`config.mk`:
```
export PLATFORM = sky130hd
export DESIGN_NAME = grf_wb_arb_flat
export DESIGN_NICKNAME = d
export VERILOG_FILES = /design/src/rtl/grf_wb_arb_pkg.sv /design/src/rtl/grf_wb_arb_if.sv /design/src/rtl/grf_wb_arb_ld_align.sv /design/src/rtl/grf_wb_arb.sv /design/src/flat_wrapper.sv
export SDC_FILE = /design/constraint.sdc
export NUM_CORES = 1
export LEC_CHECK = 0
export ABC_CLOCK_PERIOD_IN_PS = 3600
export CORE_ASPECT_RATIO = 1.75
export CORE_MARGIN = 3
export CORE_UTILIZATION = 40
export CTS_BUF_LIST = sky130_fd_sc_hd__clkbuf_16
export CTS_CLUSTER_SIZE = 24
export DETAILED_ROUTE_END_ITERATION = 7
export HOLD_SLACK_MARGIN = 0.08
export PLACE_DENSITY = 0.66
export SLEW_MARGIN = 20
export SYNTH_ARGS = -nofsm -noshare
export SYNTH_HDL_FRONTEND = slang
export SYNTH_SLANG_ARGS = --single-unit
export TNS_END_PERCENT = 100
```
`constraint.sdc`:
```
create_clock -name i_clk -period 3.6 [get_ports i_clk]
set_input_delay 0.36 -clock i_clk [delete_from_list [all_inputs] [get_ports i_clk]]
set_output_delay 0.36 -clock i_clk [all_outputs]
set_load 0.05 [all_outputs]
```
`src/rtl/grf_wb_arb_pkg.sv`:
```
// rtl/grf_wb_arb_pkg.sv - shared widths, load size encodings and writeback entry type
package grf_pkg;

  localparam int REG_AW   = 4;
  localparam int DATA_W   = 32;
  localparam int WEN_W    = DATA_W / 8;
  localparam int NUM_REGS = 1 << REG_AW;

  // Load access size; both upper encodings mean a full word.
  typedef enum logic [1:0] {
    SZ_BYTE     = 2'd0,
    SZ_HALF     = 2'd1,
    SZ_WORD     = 2'd2,
    SZ_WORD_ALT = 2'd3
  } ld_size_e;

  // One pending register file write.
  typedef struct packed {
    logic [REG_AW-1:0] waddr;
    logic [WEN_W-1:0]  wen;
    logic [DATA_W-1:0] data;
  } wb_entry_t;

  // Register address to its bit in the pending-write mask.
  function automatic logic [NUM_REGS-1:0] reg_onehot(input logic [REG_AW-1:0] addr);
    logic [NUM_REGS-1:0] mask;
    mask       = '0;
    mask[addr] = 1'b1;
    return mask;
  endfunction

endpackage

```
`src/rtl/grf_wb_arb_if.sv`:
```
// rtl/grf_wb_arb_if.sv - ALU/load result channels and register file write port
interface grf_wb_arb_if;
  import grf_pkg::*;

  logic                i_alu_valid;
  logic [REG_AW-1:0]   i_alu_waddr;
  logic [DATA_W-1:0]   i_alu_data;
  logic                o_alu_ready;

  logic                i_ld_valid;
  logic [REG_AW-1:0]   i_ld_waddr;
  logic [DATA_W-1:0]   i_ld_data;
  logic [1:0]          i_ld_size;
  logic [1:0]          i_ld_offset;
  logic                i_ld_sext;
  logic                i_ld_ins;
  logic                o_ld_ready;

  logic [REG_AW-1:0]   o_waddr;
  logic [WEN_W-1:0]    o_wen;
  logic [DATA_W-1:0]   o_din;
  logic                o_cs_b;
  logic [NUM_REGS-1:0] o_busy;

  // Producer side: execution units and the issue stage.
  modport master (
    output i_alu_valid, i_alu_waddr, i_alu_data,
    input  o_alu_ready,
    output i_ld_valid, i_ld_waddr, i_ld_data, i_ld_size, i_ld_offset, i_ld_sext, i_ld_ins,
    input  o_ld_ready,
    input  o_waddr, o_wen, o_din, o_cs_b, o_busy
  );

  // Arbiter side.
  modport slave (
    input  i_alu_valid, i_alu_waddr, i_alu_data,
    output o_alu_ready,
    input  i_ld_valid, i_ld_waddr, i_ld_data, i_ld_size, i_ld_offset, i_ld_sext, i_ld_ins,
    output o_ld_ready,
    output o_waddr, o_wen, o_din, o_cs_b, o_busy
  );

endinterface

```
`src/rtl/grf_wb_arb_ld_align.sv`:
```
// rtl/grf_wb_arb_ld_align.sv - combinational load data aligner and extender
module ld_align
  import grf_pkg::*;
(
  input  logic [1:0]        size,
  input  logic [1:0]        offset,
  input  logic              sext,
  input  logic              ins,
  input  logic [DATA_W-1:0] din,
  output logic [WEN_W-1:0]  wen,
  output logic [DATA_W-1:0] dout
);

  logic [7:0]  sel_byte;
  logic [15:0] sel_half;

  // Pick the addressed byte and halfword lanes; halfword ignores offset[0].
  always_comb begin
    sel_half = offset[1] ? din[31:16] : din[15:0];
    case (offset)
      2'd0:    sel_byte = din[7:0];
      2'd1:    sel_byte = din[15:8];
      2'd2:    sel_byte = din[23:16];
      default: sel_byte = din[31:24];
    endcase
  end

  // Extend mode moves the lane down and fills; insert mode keeps data and narrows wen.
  always_comb begin
    wen  = '1;
    dout = din;
    case (ld_size_e'(size))
      SZ_BYTE: begin
        if (ins) begin
          wen = 4'b0001 << offset;
        end else begin
          dout = {{24{sext & sel_byte[7]}}, sel_byte};
        end
      end
      SZ_HALF: begin
        if (ins) begin
          wen = offset[1] ? 4'b1100 : 4'b0011;
        end else begin
          dout = {{16{sext & sel_half[15]}}, sel_half};
        end
      end
      default: begin
      end
    endcase
  end

endmodule

```
`src/rtl/grf_wb_arb.sv`:
```
// rtl/grf_wb_arb.sv - register file writeback arbiter with 2-entry load FIFO
module grf_wb_arb
  import grf_pkg::*;
(
  input  logic        i_clk,
  input  logic        i_rstb,
  input  logic        i_clk_en,
  grf_wb_arb_if.slave bus
);

  wb_entry_t           fifo_mem [2];
  logic                wr_ptr;
  logic                rd_ptr;
  logic [1:0]          count;

  logic [WEN_W-1:0]    ld_wen;
  logic [DATA_W-1:0]   ld_dout;
  wb_entry_t           ld_entry;
  wb_entry_t           head;
  wb_entry_t           out_q;
  logic                cs_b_q;

  logic                fifo_full;
  logic                fifo_empty;
  logic                ld_push;
  logic                fifo_pop;
  logic                alu_take;
  logic [NUM_REGS-1:0] busy;

  ld_align u_ld_align (
    .size   (bus.i_ld_size),
    .offset (bus.i_ld_offset),
    .sext   (bus.i_ld_sext),
    .ins    (bus.i_ld_ins),
    .din    (bus.i_ld_data),
    .wen    (ld_wen),
    .dout   (ld_dout)
  );

  assign ld_entry   = {bus.i_ld_waddr, ld_wen, ld_dout};
  assign head       = fifo_mem[rd_ptr];
  assign fifo_full  = (count == 2'd2);
  assign fifo_empty = (count == 2'd0);

  // Readies depend on FIFO occupancy only, never on the other channel's valid.
  assign bus.o_alu_ready = i_clk_en & ~fifo_full;
  assign bus.o_ld_ready  = i_clk_en & (count < 2'd2);
  assign ld_push         = bus.i_ld_valid & bus.o_ld_ready;

  // Pick one writer per enabled cycle: FIFO head when full or when ALU is idle.
  always_comb begin
    fifo_pop = 1'b0;
    alu_take = 1'b0;
    if (i_clk_en) begin
      if (!fifo_empty && (fifo_full || !bus.i_alu_valid)) begin
        fifo_pop = 1'b1;
      end else if (bus.i_alu_valid) begin
        alu_take = 1'b1;
      end
    end
  end

  // FIFO storage; contents are don't-care until count says an entry is valid.
  always_ff @(posedge i_clk) begin
    if (ld_push) begin
      fifo_mem[wr_ptr] <= ld_entry;
    end
  end

  // FIFO pointers and occupancy; push and pop together at count=1 leaves count unchanged.
  always_ff @(posedge i_clk) begin
    if (!i_rstb) begin
      wr_ptr <= 1'b0;
      rd_ptr <= 1'b0;
      count  <= 2'd0;
    end else begin
      if (ld_push) begin
        wr_ptr <= ~wr_ptr;
      end
      if (fifo_pop) begin
        rd_ptr <= ~rd_ptr;
      end
      count <= count + {1'b0, ld_push} - {1'b0, fifo_pop};
    end
  end

  // Registered write port; address/enables/data hold while idle, strobe deasserts.
  always_ff @(posedge i_clk) begin
    if (!i_rstb) begin
      out_q  <= '0;
      cs_b_q <= 1'b1;
    end else if (i_clk_en) begin
      if (fifo_pop) begin
        out_q  <= head;
        cs_b_q <= 1'b0;
      end else if (alu_take) begin
        out_q  <= {bus.i_alu_waddr, {WEN_W{1'b1}}, bus.i_alu_data};
        cs_b_q <= 1'b0;
      end else begin
        cs_b_q <= 1'b1;
      end
    end
  end

  // Pending-write mask: every valid FIFO entry plus a live output stage.
  always_comb begin
    busy = '0;
    if (count != 2'd0) begin
      busy = busy | reg_onehot(fifo_mem[rd_ptr].waddr);
    end
    if (count == 2'd2) begin
      busy = busy | reg_onehot(fifo_mem[~rd_ptr].waddr);
    end
    if (!cs_b_q) begin
      busy = busy | reg_onehot(out_q.waddr);
    end
  end

  assign bus.o_waddr = out_q.waddr;
  assign bus.o_wen   = out_q.wen;
  assign bus.o_din   = out_q.data;
  assign bus.o_cs_b  = cs_b_q;
  assign bus.o_busy  = busy;

endmodule

```
`src/flat_wrapper.sv`:
```
// flat-port wrapper written by rule: the top's interface ports become plain ports
module grf_wb_arb_flat import grf_pkg::*;
  (i_clk, i_rstb, i_clk_en, bus_i_alu_valid, bus_i_alu_waddr, bus_i_alu_data, bus_o_alu_ready, bus_i_ld_valid, bus_i_ld_waddr, bus_i_ld_data, bus_i_ld_size, bus_i_ld_offset, bus_i_ld_sext, bus_i_ld_ins, bus_o_ld_ready, bus_o_waddr, bus_o_wen, bus_o_din, bus_o_cs_b, bus_o_busy);
  grf_wb_arb_if bus_i ();
  input  logic i_clk;
  input  logic i_rstb;
  input  logic i_clk_en;
  input wire logic [$bits(bus_i.i_alu_valid)-1:0] bus_i_alu_valid;
  input wire logic [$bits(bus_i.i_alu_waddr)-1:0] bus_i_alu_waddr;
  input wire logic [$bits(bus_i.i_alu_data)-1:0] bus_i_alu_data;
  output wire logic [$bits(bus_i.o_alu_ready)-1:0] bus_o_alu_ready;
  input wire logic [$bits(bus_i.i_ld_valid)-1:0] bus_i_ld_valid;
  input wire logic [$bits(bus_i.i_ld_waddr)-1:0] bus_i_ld_waddr;
  input wire logic [$bits(bus_i.i_ld_data)-1:0] bus_i_ld_data;
  input wire logic [$bits(bus_i.i_ld_size)-1:0] bus_i_ld_size;
  input wire logic [$bits(bus_i.i_ld_offset)-1:0] bus_i_ld_offset;
  input wire logic [$bits(bus_i.i_ld_sext)-1:0] bus_i_ld_sext;
  input wire logic [$bits(bus_i.i_ld_ins)-1:0] bus_i_ld_ins;
  output wire logic [$bits(bus_i.o_ld_ready)-1:0] bus_o_ld_ready;
  output wire logic [$bits(bus_i.o_waddr)-1:0] bus_o_waddr;
  output wire logic [$bits(bus_i.o_wen)-1:0] bus_o_wen;
  output wire logic [$bits(bus_i.o_din)-1:0] bus_o_din;
  output wire logic [$bits(bus_i.o_cs_b)-1:0] bus_o_cs_b;
  output wire logic [$bits(bus_i.o_busy)-1:0] bus_o_busy;
  assign bus_i.i_alu_valid = bus_i_alu_valid;
  assign bus_i.i_alu_waddr = bus_i_alu_waddr;
  assign bus_i.i_alu_data = bus_i_alu_data;
  assign bus_o_alu_ready = bus_i.o_alu_ready;
  assign bus_i.i_ld_valid = bus_i_ld_valid;
  assign bus_i.i_ld_waddr = bus_i_ld_waddr;
  assign bus_i.i_ld_data = bus_i_ld_data;
  assign bus_i.i_ld_size = bus_i_ld_size;
  assign bus_i.i_ld_offset = bus_i_ld_offset;
  assign bus_i.i_ld_sext = bus_i_ld_sext;
  assign bus_i.i_ld_ins = bus_i_ld_ins;
  assign bus_o_ld_ready = bus_i.o_ld_ready;
  assign bus_o_waddr = bus_i.o_waddr;
  assign bus_o_wen = bus_i.o_wen;
  assign bus_o_din = bus_i.o_din;
  assign bus_o_cs_b = bus_i.o_cs_b;
  assign bus_o_busy = bus_i.o_busy;
  grf_wb_arb u_core (.i_clk(i_clk), .i_rstb(i_rstb), .i_clk_en(i_clk_en), .bus(bus_i));
endmodule
```
# == Word level (Yosys, flattened, before mapping) ==
# Memories as Yosys holds them, arrays and structs flattened. A register that Yosys moved wholly into a read port is not among the register bits.
# Cells that the tools add are included.
# word_totals
register_bits,45
ram_bits,80
mem_count,1
# classes
addsub,2
n_lt_le_gt_ge,7
eq_ne,4
shift,1
mux,31
bitwise_logic,10
n_reduce_logical,13
# memory_table
name,depth,word_bits,read_ports,rd_ports_with_merged_regs,write_ports,line_no,rtl
u_core.fifo_mem,2,40,2,1,1,grf_wb_arb.sv:11,wb_entry_t fifo_mem [2];
# op_table
op,count
$mux 40,2
$mux 16,4
$mux 32,2
$pmux 32 s2,1
$or 16x16->16,2
$pmux 8 s3,1
$lt 4x5->1 const B,3
$mux 1,14
$demux 1 s4,3
$ge 4x1->1 const B,3
$mux 4,3
$pmux 4 s2,1
$logic_not 2->1,3
$and 1x1->1,5
$eq 2x1->1 const B,2
$eq 2x2->1 const B,2
$logic_and 1x1->1,4
$reduce_bool 2->1,2
$shl 1x2->4 const A,1
$not 1->1,3
$add 2x1->2,1
$logic_not 1->1,2
$lt 2x2->1 const B,1
$reduce_and 2->1,1
2 further kinds,2

# == Logic depth before layout (Yosys ltp) ==
# An unclocked memory read counts as a cell.
# depth
word_depth,10
depth_mapped,10

# == Hierarchy ==
# Synthesis repeated with hierarchy kept, for this count alone.
# unflattened
hier_cells,610
area_unflattened_um2,6582.6
# by_module_without_submodules
mod,n_inst,cells_per_inst,area_per_inst_um2
grf_wb_arb,1,463,5703.0
ld_align,1,147,879.6

# == Worst setup path after synthesis ==
# Ideal clock, no wire load.
# synth_path
kind,input port to flip-flop
from,in i_clk_en
to,mem u_core.fifo_mem[0][0] (netlist bit) (enable)
setup_time_ps,438
arrival_ps,3094
required_time_ps,3162
path_slack_ps,68
path_stages,3
cell_sequence,nor2b_1 -> nand2_1 -> nor2_1
# synth_via
elab_chain_cells,4
# synth_lines
element,line_no,rtl
from (decl),flat_wrapper.sv:7,input logic i_clk_en;
$and 1x1->1,grf_wb_arb.sv:47,assign bus.o_ld_ready = i_clk_en & (count < 2'd2);
$and 1x1->1,grf_wb_arb.sv:48,assign ld_push = bus.i_ld_valid & bus.o_ld_ready;
$mux 1,grf_wb_arb.sv:65,if (ld_push) begin
$mux 1 (not written as such),grf_wb_arb.sv:66,fifo_mem[wr_ptr] <= ld_entry;
to (decl),grf_wb_arb.sv:11,
# Every way passes these cells.

==> flow_summary.ini <==
[hold_path]
hold_class = reg -> reg
holdCritStartpoint = u_core.bus.o_din[10]

[synth]
syn-num-nets = 603
synth_edf_count = 80
yosys_warnings = 0
synth_common_cells = edfxtp_1 (80), nand2_1 (60), o22ai_1 (47)
ys_seq_area_frac = 0.553
netlist_instances = 518
ys_ff_latch = 126
synth.avg_cell_area_um2 = 11.6
synth_ff_type = edfxtp_1
synth_compound_area_frac = 0.150
synthArstFlopShare = 0
synth_xor_area_frac = 0.00583
syn_area_mm2 = 0.00601
synth.top_cell.area_share = 0.400
ys_types = 47
yosysTopAreaCell = edfxtp_1
yosys-top-cells-area = edfxtp_1 (40%), dfxtp_1 (15%), mux2_2 (8.4%)
synth_adder_area_share = 0.00416
muxShareOfSynthArea = 0.157
synth_top_family_by_area = multiplexers
synth_most_common_cell = edfxtp_1
yosys.area_share.simple = 0.0947

[placed_design]
portBuffers = 141
dp_slack_ns = 0.841
dpl_cell_area_mm2 = 0.00757
hpwl_um = 13900
gp_congestion = 0.938
dp.cells = 819

[worst_setup_path]
crit_slowest_cell = clkdlybuf4s50_1
critPathMaxStageDelay_ns = 0.86
endpoint_kind = output pin
critical_path_class = reg -> out
critPathBufInv = 1
r2r-start = u_core.count[1]
worstPathArrival_ns = 2.85
crit_path_start_kind = register
critPathMaxFanout = 9
crit_family = buffers and inverters
cp_data_required_time_ns = 3.24
worstPathCellList = mux2_2 -> nor3_1 -> a22oi_1 -> o21ai_0 -> clkdlybuf4s50_1

[global_route]
grt_pass1_vias = 4828
grt_first_pass_wirelength_um = 27400
antenna_found_initial = 0
grt.overflow.total = 0
grt_max_degree = 47
grtUsageTotal = 0.218

[detailed_routing]
routed_wl_um = 18200
wl_met2_um = 10200
via_per_inst = 5.52
drtPass1Iterations = 5
wl_met3_um = 609
met1_length_um = 6570
drc_errors = 0
first_iter_violations = 220
ant_nets = 0
post_drt_wl_per_cell_um = 21.4
vias = 4699
top_layer_used = met4

[clocking]
hold_buffers = 0
clock_sinks = 126
cts_tree = built
htreeDepth = 4
ctsRootBufferMaster = clkbuf_16
cts_buffer_depth = 2
insertion_delay_ns = 0.41
ctsResizeCount = 0
path_clk_slew_ns = 0.05
cts_made_buffers = 17
post_cts_buffers = 0

[layout]
antenna_cells = 0
area_growth_pct = 36.1
fin_area_mm2 = 0.00818
fin_util = 0.563
num-fill-cells = 1258
fin_cells = 851
num-nets-final = 743
drive_above_1_share = 0.151

[floorplanning]
initial_core_util = 0.414
die_area_mm2 = 0.0166
num_io_pins = 142
num_rows = 58
core_area_mm2 = 0.0145
die_w_um = 98.7
die_y_um = 168

[power_and_ir_drop]
ir_drop_uv = 361
powerDensity_mw_per_mm2 = 625
leakagePower_nw = 3.02

[job]
maxCapViolations = 0

[sta]
period_minus_slack_ns = 3.21
maxSlewViolCount = 0
max_freq_mhz = 311
skew_ns = 0.0132
worst_pin_slew_ns = 0.753
fin_ws_ns = 0.388
setup_viol_count_final = 0
hold_viol_final = 0
rsz0062_at_grt = no
slew-limit-headroom = 0.497
tns_ns = 0
period_share = 0.892

[status]
outcome = finished, final reports clean
## per-layer routing
layer / vias to the layer above / track usage
li1: 2238 / -
met1: 2263 / 0.220
met2: 158 / 0.412
met3: 40 / 0.0365
met4: 0 / 0.126
met5: - / 0
## cell families after synthesis
family / Yosys count
xor+xnor: 4
mux: 88
fa+ha+maj: 2
simple gates: 121
buf+inv: 42
compound gates: 135
flops: 126
## stage by stage
step                      power, mW  hold WS (ns)
after floorplan                2.90         0.459
after global placement         3.41         0.458
after detailed placement       3.43         0.459
after CTS                      5.15         0.469
after global routing           5.31         0.491
final                          5.11         0.464
## flip-flops by register name, indices dropped and copies added, names as in the netlist, named ones only
name / count
u_core.count: 2
u_core.bus.o_wen: 4
u_core.bus.o_waddr: 4
u_core.rd_ptr: 1
u_core.fifo_mem: 80
u_core.bus.o_din: 32
u_core.wr_ptr: 1
u_core.bus.o_cs_b: 1
## where the power goes
part	switching [mW]	total, mW	internal, mW
Combinational	0.953	1.57	0.612
Clock	0.613	1.71	1.10
Sequential	0.113	1.83	1.72
## placed cells by master, fill, tap and decap left out, types with 11 or more instances in the layout
cell type / count
mux2_2: 45
o21a_1: 17
nand2_1: 60
nor2b_1: 11
inv_1: 14
clkdlybuf4s50_1: 141
nor2_1: 21
a22oi_1: 14
mux2i_1: 41
o21ai_0: 25
edfxtp_1: 80
clkbuf_16: 19
o22ai_1: 47
dfxtp_1: 45
## final cells by class
type / instances / area [µm²] / area share
Clock buffer: 19 / 475 / 0.0581
Timing Repair Buffer: 150 / 1480 / 0.181
Clock inverter: 13 / 133 / 0.0162
Inverter: 13 / 48.8 / 0.00597
Tap cell: 180 / 225 / 0.0275
Sequential cell: 126 / 3320 / 0.407
Multi-Input combinational cell: 350 / 2490 / 0.305
## path summary, 6_finish.rpt
path | to | slack [ns] | cells after the start
max | bus_o_busy[7] | 0.39 | 5
min | u_core.bus.o_din[10] | 0.46 | 2
max reg2reg | u_core.bus.o_din[31] | 1.66 | 5
min reg2reg | u_core.bus.o_din[10] | 0.46 | 2
## worst register-to-register path, stage by stage (launching register included)
cell and delay [ns]:
dfxtp_1 0.36, nor2b_2 0.23, o21ai_4 0.16, buf_4 0.57, mux2i_1 0.37, o22ai_1 0.11
Power figures use the tool's default switching activity.
